===== config.mk =====
export PLATFORM = sky130hd
export DESIGN_NAME = guess_round_ctrl
export DESIGN_NICKNAME = d
export VERILOG_FILES = /design/src/rtl/guess_round_ctrl.sv
export SDC_FILE = /design/constraint.sdc
export NUM_CORES = 1
export LEC_CHECK = 0
export CAP_MARGIN = 5
export CORE_ASPECT_RATIO = 1.2
export CORE_MARGIN = 2
export CORE_UTILIZATION = 54
export DETAILED_ROUTE_END_ITERATION = 10
export PLACE_DENSITY = 0.88
export SLEW_MARGIN = 5
export SYNTH_ARGS = -nofsm -noshare
export SYNTH_HDL_FRONTEND = slang
export SYNTH_SLANG_ARGS = --single-unit

===== constraint.sdc =====
create_clock -name clk -period 3.8 [get_ports clk]
set_input_delay 0.95 -clock clk [delete_from_list [all_inputs] [get_ports clk]]
set_output_delay 0.95 -clock clk [all_outputs]
set_load 0.02 [all_outputs]

===== src/rtl/guess_round_ctrl.sv =====
// Round sequencer for the 6-bit guessing game: secret LFSR, attempt counter,
// per-bit match result and win/lose/score bookkeeping.
module guess_round_ctrl #(
    parameter int unsigned MAX_TRIES   = 3,
    parameter int unsigned HOLD_CYCLES = 8,
    parameter logic [5:0]  LFSR_SEED   = 6'h2D,
    parameter int unsigned SCORE_W     = 4
) (
    input  logic               clk,
    input  logic               rst,
    input  logic               start,
    input  logic [5:0]         guess,
    input  logic               guess_valid,
    output logic               guess_ready,
    output logic [5:0]         result,
    output logic               win,
    output logic               lose,
    output logic [2:0]         tries_left,
    output logic [SCORE_W-1:0] score,
    output logic [1:0]         state
);

    // An all-zero seed would lock the LFSR, so it is swapped for a legal value.
    localparam logic [5:0]         SEED_SAFE  = (LFSR_SEED == 6'h00) ? 6'h01 : LFSR_SEED;
    localparam int unsigned        HOLD_W     = (HOLD_CYCLES > 1) ? $clog2(HOLD_CYCLES) : 1;
    localparam logic [HOLD_W-1:0]  HOLD_LAST  = HOLD_W'(HOLD_CYCLES - 1);
    localparam logic [2:0]         TRIES_INIT = 3'(MAX_TRIES);
    localparam logic [SCORE_W-1:0] SCORE_MAX  = {SCORE_W{1'b1}};
    localparam logic [SCORE_W-1:0] SCORE_ONE  = SCORE_W'(1'b1);

    typedef enum logic [1:0] {
        ST_IDLE = 2'd0,
        ST_ARM  = 2'd1,
        ST_PLAY = 2'd2,
        ST_SHOW = 2'd3
    } state_t;

    function automatic logic [5:0] lfsr_next(input logic [5:0] cur);
        return {cur[4:0], cur[5] ^ cur[4]};
    endfunction

    state_t             state_r;
    logic [5:0]         lfsr_r;
    logic [5:0]         secret_r;
    logic [5:0]         result_r;
    logic               win_r;
    logic               lose_r;
    logic [2:0]         tries_r;
    logic [SCORE_W-1:0] score_r;
    logic [HOLD_W-1:0]  hold_r;
    logic               guess_ready_r;

    // Round sequencing, LFSR stepping and all registered outputs.
    always_ff @(posedge clk) begin
        if (rst) begin
            state_r       <= ST_IDLE;
            lfsr_r        <= SEED_SAFE;
            secret_r      <= 6'h00;
            result_r      <= 6'h00;
            win_r         <= 1'b0;
            lose_r        <= 1'b0;
            tries_r       <= 3'd0;
            score_r       <= {SCORE_W{1'b0}};
            hold_r        <= {HOLD_W{1'b0}};
            guess_ready_r <= 1'b0;
        end else begin
            lfsr_r <= lfsr_next(lfsr_r);
            case (state_r)
                ST_IDLE: begin
                    if (start) begin
                        state_r <= ST_ARM;
                    end else begin
                        state_r <= ST_IDLE;
                    end
                end
                ST_ARM: begin
                    secret_r      <= lfsr_r;
                    tries_r       <= TRIES_INIT;
                    result_r      <= 6'h00;
                    win_r         <= 1'b0;
                    lose_r        <= 1'b0;
                    state_r       <= ST_PLAY;
                    guess_ready_r <= 1'b1;
                end
                ST_PLAY: begin
                    if (guess_valid) begin
                        result_r <= ~(guess ^ secret_r);
                        if (tries_r != 3'd0) begin
                            tries_r <= tries_r - 3'd1;
                        end else begin
                            tries_r <= 3'd0;
                        end
                        // A hit on the last try takes the win branch first.
                        if (guess == secret_r) begin
                            win_r         <= 1'b1;
                            score_r       <= (score_r == SCORE_MAX) ? score_r : score_r + SCORE_ONE;
                            hold_r        <= {HOLD_W{1'b0}};
                            guess_ready_r <= 1'b0;
                            state_r       <= ST_SHOW;
                        end else if (tries_r == 3'd1) begin
                            lose_r        <= 1'b1;
                            hold_r        <= {HOLD_W{1'b0}};
                            guess_ready_r <= 1'b0;
                            state_r       <= ST_SHOW;
                        end else begin
                            state_r <= ST_PLAY;
                        end
                    end else begin
                        state_r <= ST_PLAY;
                    end
                end
                ST_SHOW: begin
                    if (hold_r == HOLD_LAST) begin
                        hold_r  <= {HOLD_W{1'b0}};
                        state_r <= start ? ST_ARM : ST_IDLE;
                    end else begin
                        hold_r  <= hold_r + HOLD_W'(1'b1);
                        state_r <= ST_SHOW;
                    end
                end
                default: begin
                    state_r       <= ST_IDLE;
                    guess_ready_r <= 1'b0;
                end
            endcase
        end
    end

    assign guess_ready = guess_ready_r;
    assign result      = result_r;
    assign win         = win_r;
    assign lose        = lose_r;
    assign tries_left  = tries_r;
    assign score       = score_r;
    assign state       = state_r;

endmodule


==> results by group, run 1 <==
Status
  • Status: finished clean

Finish
  • Ant diodes: 0
  • Fillers: slightly below 200
  • Area of the multi-input gates: ~770 um2
  • Nets@finish: about 210
  • Area Growth Syn to Fin: 22.7%
  • Share of cells above drive strength 1: about a tenth
  • FF/Latch Area: roughly 660 um2

Power
  • Cell area power density: about 400 mW/mm2
  • Maximum vdd drop: about 0.34 mV
  • Pleak: between 0.6 and 0.7 nW

Yosys
  • Yosys cell types: 39
  • Syn_area_per_cell: 9.10 um2
  • Register area share after synthesis: between 40% and 50%
  • Synth top cells by count: 33 x dfxtp_1, 17 x nand2_1, 15 x a21oi_1, 12 x nand3_1, 9 x nor2_1
  • Cell with the most instances after synthesis: dfxtp_1
  • Main synth FF type: dfxtp_1
  • Post-Synthesis Cells: between 150 and 200
  • Yosys warnings: 0
  • Share of the synthesized area in the top cell type: 44.5%
  • Synthesized area: between 0.001 and 0.0015 mm2
  • Top post-synthesis cells by area: dfxtp_1 45%, xnor2_2 6.6%, a21oi_1 5.1%, nand2_1 4.3%, ha_1 4.2%
  • Synthesis-stage register bit count: 33
  • Cell accounting for the most synthesized area: dfxtp_1
  • Number of enable flip-flop cells after synthesis: 0
  • Async set-reset flop share out of synthesis: 0%
  • Syn_nets: around 180

Die
  • Die Wd: 51.9 um
  • Die Span Y: just over 60 um
  • Area of the die: 0.00319 mm2
  • FP Rows: 20
  • Area of the core: roughly 0.0026 mm2
  • Initial Util: a little under three fifths
  • IO Pins: 28

Clock network
  • CTS max path bufs: 2
  • Root Buffer: clkbuf_4
  • Clock-pin slew on the worst setup and hold paths: 0.10 ns
  • CTS tree: yes
  • Setup Buffers After CTS: 0
  • Clk sink count: 33
  • Total CTS buffers: 5
  • Clock Latency Late Sink: around 0.34 ns
  • # hold bufs at CTS: 0
  • H-Tree Depth: 2
  • Resized cells post-CTS: 0

Worst setup path
  • CP Capture Type: output pin
  • Critical path type: flip-flop to output pin
  • Worst Reg-to-Reg Cells: 4
  • Buf/Inv on CP: 1
  • Critical path required time: roughly 2.9 ns
  • Worst Path Max Fanout: 15
  • Reg2reg start: state[1]$_SDFF_PP0_
  • Critical path cell sequence: clkdlybuf4s50_1
  • Worst path max stage delay: around 0.68 ns
  • Setup crit start: state[0]$_SDFF_PP0_
  • WP data arrival: ~1.6 ns
  • RR Endpoint: score[2]$_SDFFE_PP0P_
  • Critical Path Source Type: flip-flop
  • Slowest CP cell: clkdlybuf4s50_1
  • Reg2reg setup slack: roughly 1.8 ns
  • Critical path's top delay family: buffers and inverters

GRT
  • First-pass GRT wire length: between 5000 and 6000 um
  • Largest net degree at the start of global routing: 18
  • Global route overflow: 0
  • Initial antenna violation count: 0
  • All-Layer GR Usage: roughly 22%
  • Vias in the first global route: around 1200

Drt
  • DR vias/cell: approximately 5.6
  • Via count: between 1000 and 1500
  • Wire per inst: roughly 14 um
  • Initial DRC Count: 33
  • Routed Antenna Nets: 0
  • Post-route DRC violation count: 0
  • Final WL: roughly 3000 um
  • DRT Pass-1 Iters: 4

Placement
  • Port Buf Inserts: 27
  • Hpwl dp: ~2300 um
  • RD Place Congestion: around 0.73

STA
  • Hold_ws: approximately 0.47 ns
  • Fmax: about 400 MHz
  • TNS Setup: 0 ns
  • Worst-margin pin slew: roughly 0.62 ns
  • Max-slew violations: 0
  • Fin crit period: 2.57 ns
  • Slew margin rel.: about three fifths
  • Tcrit/Tclk final: 67.7%
  • Final hold vios: 0
  • RSZ-0062 raised after global routing: false
  • Final setup fails: 0
  • Clk_skew: 0.00869 ns

Min path
  • Min-delay src: lfsr_r[2]$_SDFF_PP1_
  • Worst Hold Depth: 1
  • Worst min path class: flip-flop to flip-flop
  • Hold path endpoint: lfsr_r[3]$_SDFF_PP1_

Run
  • Max-Cap Viols: 0
## worst reg2reg max path, cell delays in order (launching register included)
cell and delay, ns:
dfxtp_1 0.59, and3b_1 0.52, nand4_2 0.26, nor3_1 0.21
mux2_1 0.34
## worst max-delay path by stage
stage | endpoint | depth (start not counted)
2_1_floorplan | score[2]$_SDFFE_PP0P_ | 4
3_3_place_gp | score[2]$_SDFFE_PP0P_ | 5
3_5_place_dp | score[2]$_SDFFE_PP0P_ | 5
4_1_cts | state[1] | 1
5_1_grt | state[1] | 1
6_report | state[0] | 1
## where the power goes
group	internal (W)	leakage [nW]	total (W)	switching (W)
combinational	0.0000685	0.391	0.000144	0.0000758
clock	0.0000703	0.0320	0.000188	0.000118
sequential	0.000370	0.270	0.000395	0.0000257
## logic make-up after synthesis
| kind of cell | after synthesis | synth area share [%] |
|---|---|---|
| compound gates | 39 | 16.6 |
| xor+xnor | 7 | 7.17 |
| fa+ha+maj | 5 | 4.22 |
| buf+inv | 14 | 3.79 |
| flops | 33 | 44.5 |
| mux | 1 | 0.759 |
| simple gates | 64 | 22.9 |
## sequential cells by signal, indices dropped and copies added, names as in the netlist
signal and flops:
secret_r 6, score 4, lfsr_r 6, lose 1, tries_left 3, guess_ready 1, state 2, hold_r 3
win 1, result 6
## metal layers
metal | share of wire [%] | track usage, %
met5 | 0 | 0
met2 | 53 | 40.9
met3 | 5.2 | 7.52
met4 | 1.7 | 10.9
met1 | 40 | 22.6
## area by class of cell
type / instances / area share (%)
Clock buffer: 6 / 2.27
Sequential cell: 33 / 36.3
Clock inverter: 2 / 0.550
Timing Repair Buffer: 28 / 15.3
Inverter: 6 / 1.24
Tap cell: 33 / 2.27
Multi-Input combinational cell: 116 / 42.1
## through the flow
step	total power [W]	util, %	cell area, um2	std cells	setup WS (ns)
3_5_place_dp	0.000547	68.6	1770	216	0.935
6_report	0.000727	70.6	1820	224	1.23
5_1_grt	0.000762	70.6	1820	224	1.13
3_3_place_gp	0.000541	68.6	1770	216	1.00
2_1_floorplan	0.000496	-	1480	163	1.85
4_1_cts	0.000735	70.6	1820	224	1.20
## placed cells by master (no fill, tap or decap), types with 2 or more instances in the layout
cell / n
a21oi_1: 15
a311oi_1: 2
a31oi_1: 2
clkbuf_4: 5
clkdlybuf4s50_1: 27
clkinv_2: 2
dfxtp_1: 33
ha_1: 5
inv_1: 6
nand2_1: 17
nand2b_1: 3
nand3_1: 12
nand4_2: 2
nor2_1: 9
nor2b_1: 5
nor3_1: 2
nor3b_1: 3
o21ai_0: 5
o21ai_1: 3
o22a_1: 2
or2_2: 4
or3_1: 2
xnor2_2: 6
Power figures use the tool's default switching activity.
==> run 2: changes to the inputs <==
--- a/config.mk
+++ b/config.mk
@@ -8,9 +8,9 @@
 export CAP_MARGIN = 5
 export CORE_ASPECT_RATIO = 1.2
 export CORE_MARGIN = 2
-export CORE_UTILIZATION = 54
+export CORE_UTILIZATION = 46
 export DETAILED_ROUTE_END_ITERATION = 10
-export PLACE_DENSITY = 0.88
+export PLACE_DENSITY = 0.81
 export SLEW_MARGIN = 5
 export SYNTH_ARGS = -nofsm -noshare
 export SYNTH_HDL_FRONTEND = slang
==> constraint.sdc (replaced) <==
create_clock -name clk -period 2.3 [get_ports clk]
set_input_delay 0.575 -clock clk [delete_from_list [all_inputs] [get_ports clk]]
set_output_delay 0.575 -clock clk [all_outputs]
set_load 0.02 [all_outputs]
==> run 2 against run 1 <==
  * Clock power rose by 140%
  * Critical endpoint unchanged
  * Combinational power rose by 75%
  * Wire length rose by 6.6%
==> results by group, run 2 (synthesis results as in run 1) <==
Status
  • Status: finished clean (unchanged)

Clock network
  • Clk sink count: 33 (unchanged)
  • # hold bufs at CTS: 0 (unchanged)
  • Resized cells post-CTS: 0 (unchanged)
  • H-Tree Depth: 2 (unchanged)
  • Root Buffer: clkbuf_4 (unchanged)
  • Clock-pin slew on the worst setup and hold paths: 0.10 ns (about the same)
  • CTS tree: yes (unchanged)
  • Clock Latency Late Sink: 0.34 ns (about the same)
  • Setup Buffers After CTS: 0 (unchanged)
  • Total CTS buffers: 5 (unchanged)
  • CTS max path bufs: 2 (unchanged)

Finish
  • Final std cells w/o fill: 231 (was 224)
  • Area Growth Syn to Fin: 27.2% (was 22.7%)
  • Share of cells above drive strength 1: 12.3% (was 10.5%)
  • Ant diodes: 0 (unchanged)
  • Nets@finish: 209 (was 205)
  • Most frequent cells in the layout: 33 x dfxtp_1, 27 x clkdlybuf4s50_1, 17 x nand2_1, 15 x a21oi_1, 12 x nand3_1 (unchanged)
  • Design area: 0.00189 mm2 (was 0.00182 mm2)
  • Commonest non-fill, non-tap cell in the layout: dfxtp_1 (unchanged)

GRT
  • All-Layer GR Usage: 18.3% (was 22.3%)
  • Largest net degree at the start of global routing: 16 (was 18)
  • Vias in the first global route: 1240 (was 1199)
  • GR Util met3: 4.11% (was 7.52%)
  • Busiest metal layer after global routing: met2 (unchanged)
  • Initial antenna violation count: 0 (unchanged)
  • First-pass GRT wire length: 5230 um (was 5060 um)
  • Met1 Use GR: 19.0% (was 22.6%)
  • Global route overflow: 0 (unchanged)
  • Grt met2 use: 35.0% (was 40.9%)

Min path
  • Worst min path class: flip-flop to flip-flop (unchanged)
  • Min-delay src: lfsr_r[2]$_SDFF_PP1_ (unchanged)
  • Hold path endpoint: lfsr_r[3]$_SDFF_PP1_ (unchanged)
  • Worst Hold Depth: 1 (unchanged)

Worst setup path
  • Worst Path Max Fanout: 15 (unchanged)
  • Worst Reg-to-Reg Cells: 3 (was 4)
  • Critical path type: flip-flop to output pin (unchanged)
  • Reg2reg start: state[0]$_SDFF_PP0_ (was state[1]$_SDFF_PP0_)
  • Critical path required time: 1.73 ns (was 2.85 ns)
  • Critical path cell sequence: clkdlybuf4s50_1 (unchanged)
  • CP Capture Type: output pin (unchanged)
  • Reg2reg setup slack: 0.63 ns (was 1.77 ns)
  • Buf/Inv on CP: 1 (unchanged)
  • Critical path's top delay family: buffers and inverters (unchanged)
  • RR Endpoint: secret_r[0]$_SDFFE_PP0P_ (was score[2]$_SDFFE_PP0P_)
  • Slowest CP cell: clkdlybuf4s50_1 (unchanged)
  • Worst path max stage delay: 0.69 ns (was 0.68 ns)
  • Critical Path Source Type: flip-flop (unchanged)
  • WP data arrival: 1.65 ns (was 1.62 ns)

Drt
  • Wire per inst: 14.2 um (was 13.8 um)
  • Via count: 1259 (was 1263)
  • DR vias/cell: 5.45 (was 5.64)
  • Routed Antenna Nets: 0 (unchanged)
  • Final WL: 3290 um (was 3090 um)
  • DRT Pass-1 Iters: 4 (unchanged)
  • Post-route DRC violation count: 0 (unchanged)
  • Initial DRC Count: 28 (was 33)

Die
  • Area of the core: 0.00308 mm2 (was 0.00258 mm2)
  • Die Wd: 55.9 um (was 51.9 um)
  • IO Pins: 28 (unchanged)
  • Initial Util: 48.1% (was 57.6%)
  • Area of the die: 0.00370 mm2 (was 0.00319 mm2)
  • Die Span Y: 66.2 um (was 61.4 um)
  • FP Rows: 22 (was 20)

STA
  • Worst-margin pin slew: 0.635 ns (was 0.617 ns)
  • Final hold vios: 0 (unchanged)
  • Max-slew violations: 0 (unchanged)
  • Fin crit period: 2.23 ns
  • Tcrit/Tclk final: approximately 97%
  • Fmax: roughly 450 MHz
  • Hold_ws: 0.446 ns (was 0.469 ns)
  • Final setup fails: 0 (unchanged)
  • Clk_skew: 0.0109 ns (was 0.00869 ns)
  • Slew margin rel.: 57.6% (was 58.8%)
  • RSZ-0062 raised after global routing: false (unchanged)
  • TNS Setup: 0 ns (unchanged)

Placement
  • Port Buf Inserts: 27 (unchanged)
  • RD Place Congestion: 0.783 (was 0.726)
  • Hpwl dp: 2410 um (was 2290 um)
  • Cells after DPL: 223 (was 216)
  • Placed Area: 0.00180 mm2 (was 0.00177 mm2)

Power
  • Pleak: 0.727 nW (was 0.693 nW)
  • Maximum vdd drop: 0.567 mV (was 0.337 mV)
  • Cell area power density: 720 mW/mm2 (was 400 mW/mm2)
  • Final Total Pwr: 0.00136 W (was 0.000727 W)

Run
  • Max-Cap Viols: 0 (unchanged)
-- run 2: per-stage QoR --
step / utilization [%] / worst slack (ns)
5_1_grt: 61.2 / 0.00107
2_1_floorplan: - / 0.730
4_1_cts: 61.2 / 0.0762
6_report: 61.2 / 0.0741
3_3_place_gp: 58.5 / 0.165
3_5_place_dp: 58.5 / 0.0717
-- run 2: cell type report --
cell class              instances  area (um2)
multi-input cells             116         767
clock buffers                   7        55.1
inverters                       6        22.5
flip-flops and latches         33         661
well taps                      36        45.0
repair buffers                 32         308
fillers                       276        1190
clock inverters                 1        30.0
-- run 2: power by group --
| part | internal [W] | leakage (nW) | switching (W) |
|---|---|---|---|
| logic | 0.000119 | 0.412 | 0.000133 |
| clock network | 0.000259 | 0.0455 | 0.000198 |
| registers | 0.000611 | 0.270 | 0.0000382 |
| total | 0.000989 | 0.727 | 0.000370 |
-- run 2: routing by layer --
metal  part of all wire [%]  vias up
met1                     41      596
met5                      0        -
met2                     54       24
met4                    1.5        0
li1                       -      634
met3                    3.6        5
-- run 2: worst max path at each step --
stage	from	to	slack, ns	cells past startpoint
floorplan	guess[4]	score[2]$_SDFFE_PP0P_	0.73	4
global placement	guess[5]	score[2]$_SDFFE_PP0P_	0.16	5
detailed placement	guess[1]	score[2]$_SDFFE_PP0P_	0.07	5
CTS	state[0]$_SDFF_PP0_	state[0]	0.08	1
global route	state[0]$_SDFF_PP0_	state[0]	0.001	1
finish	state[0]$_SDFF_PP0_	state[0]	0.07	1
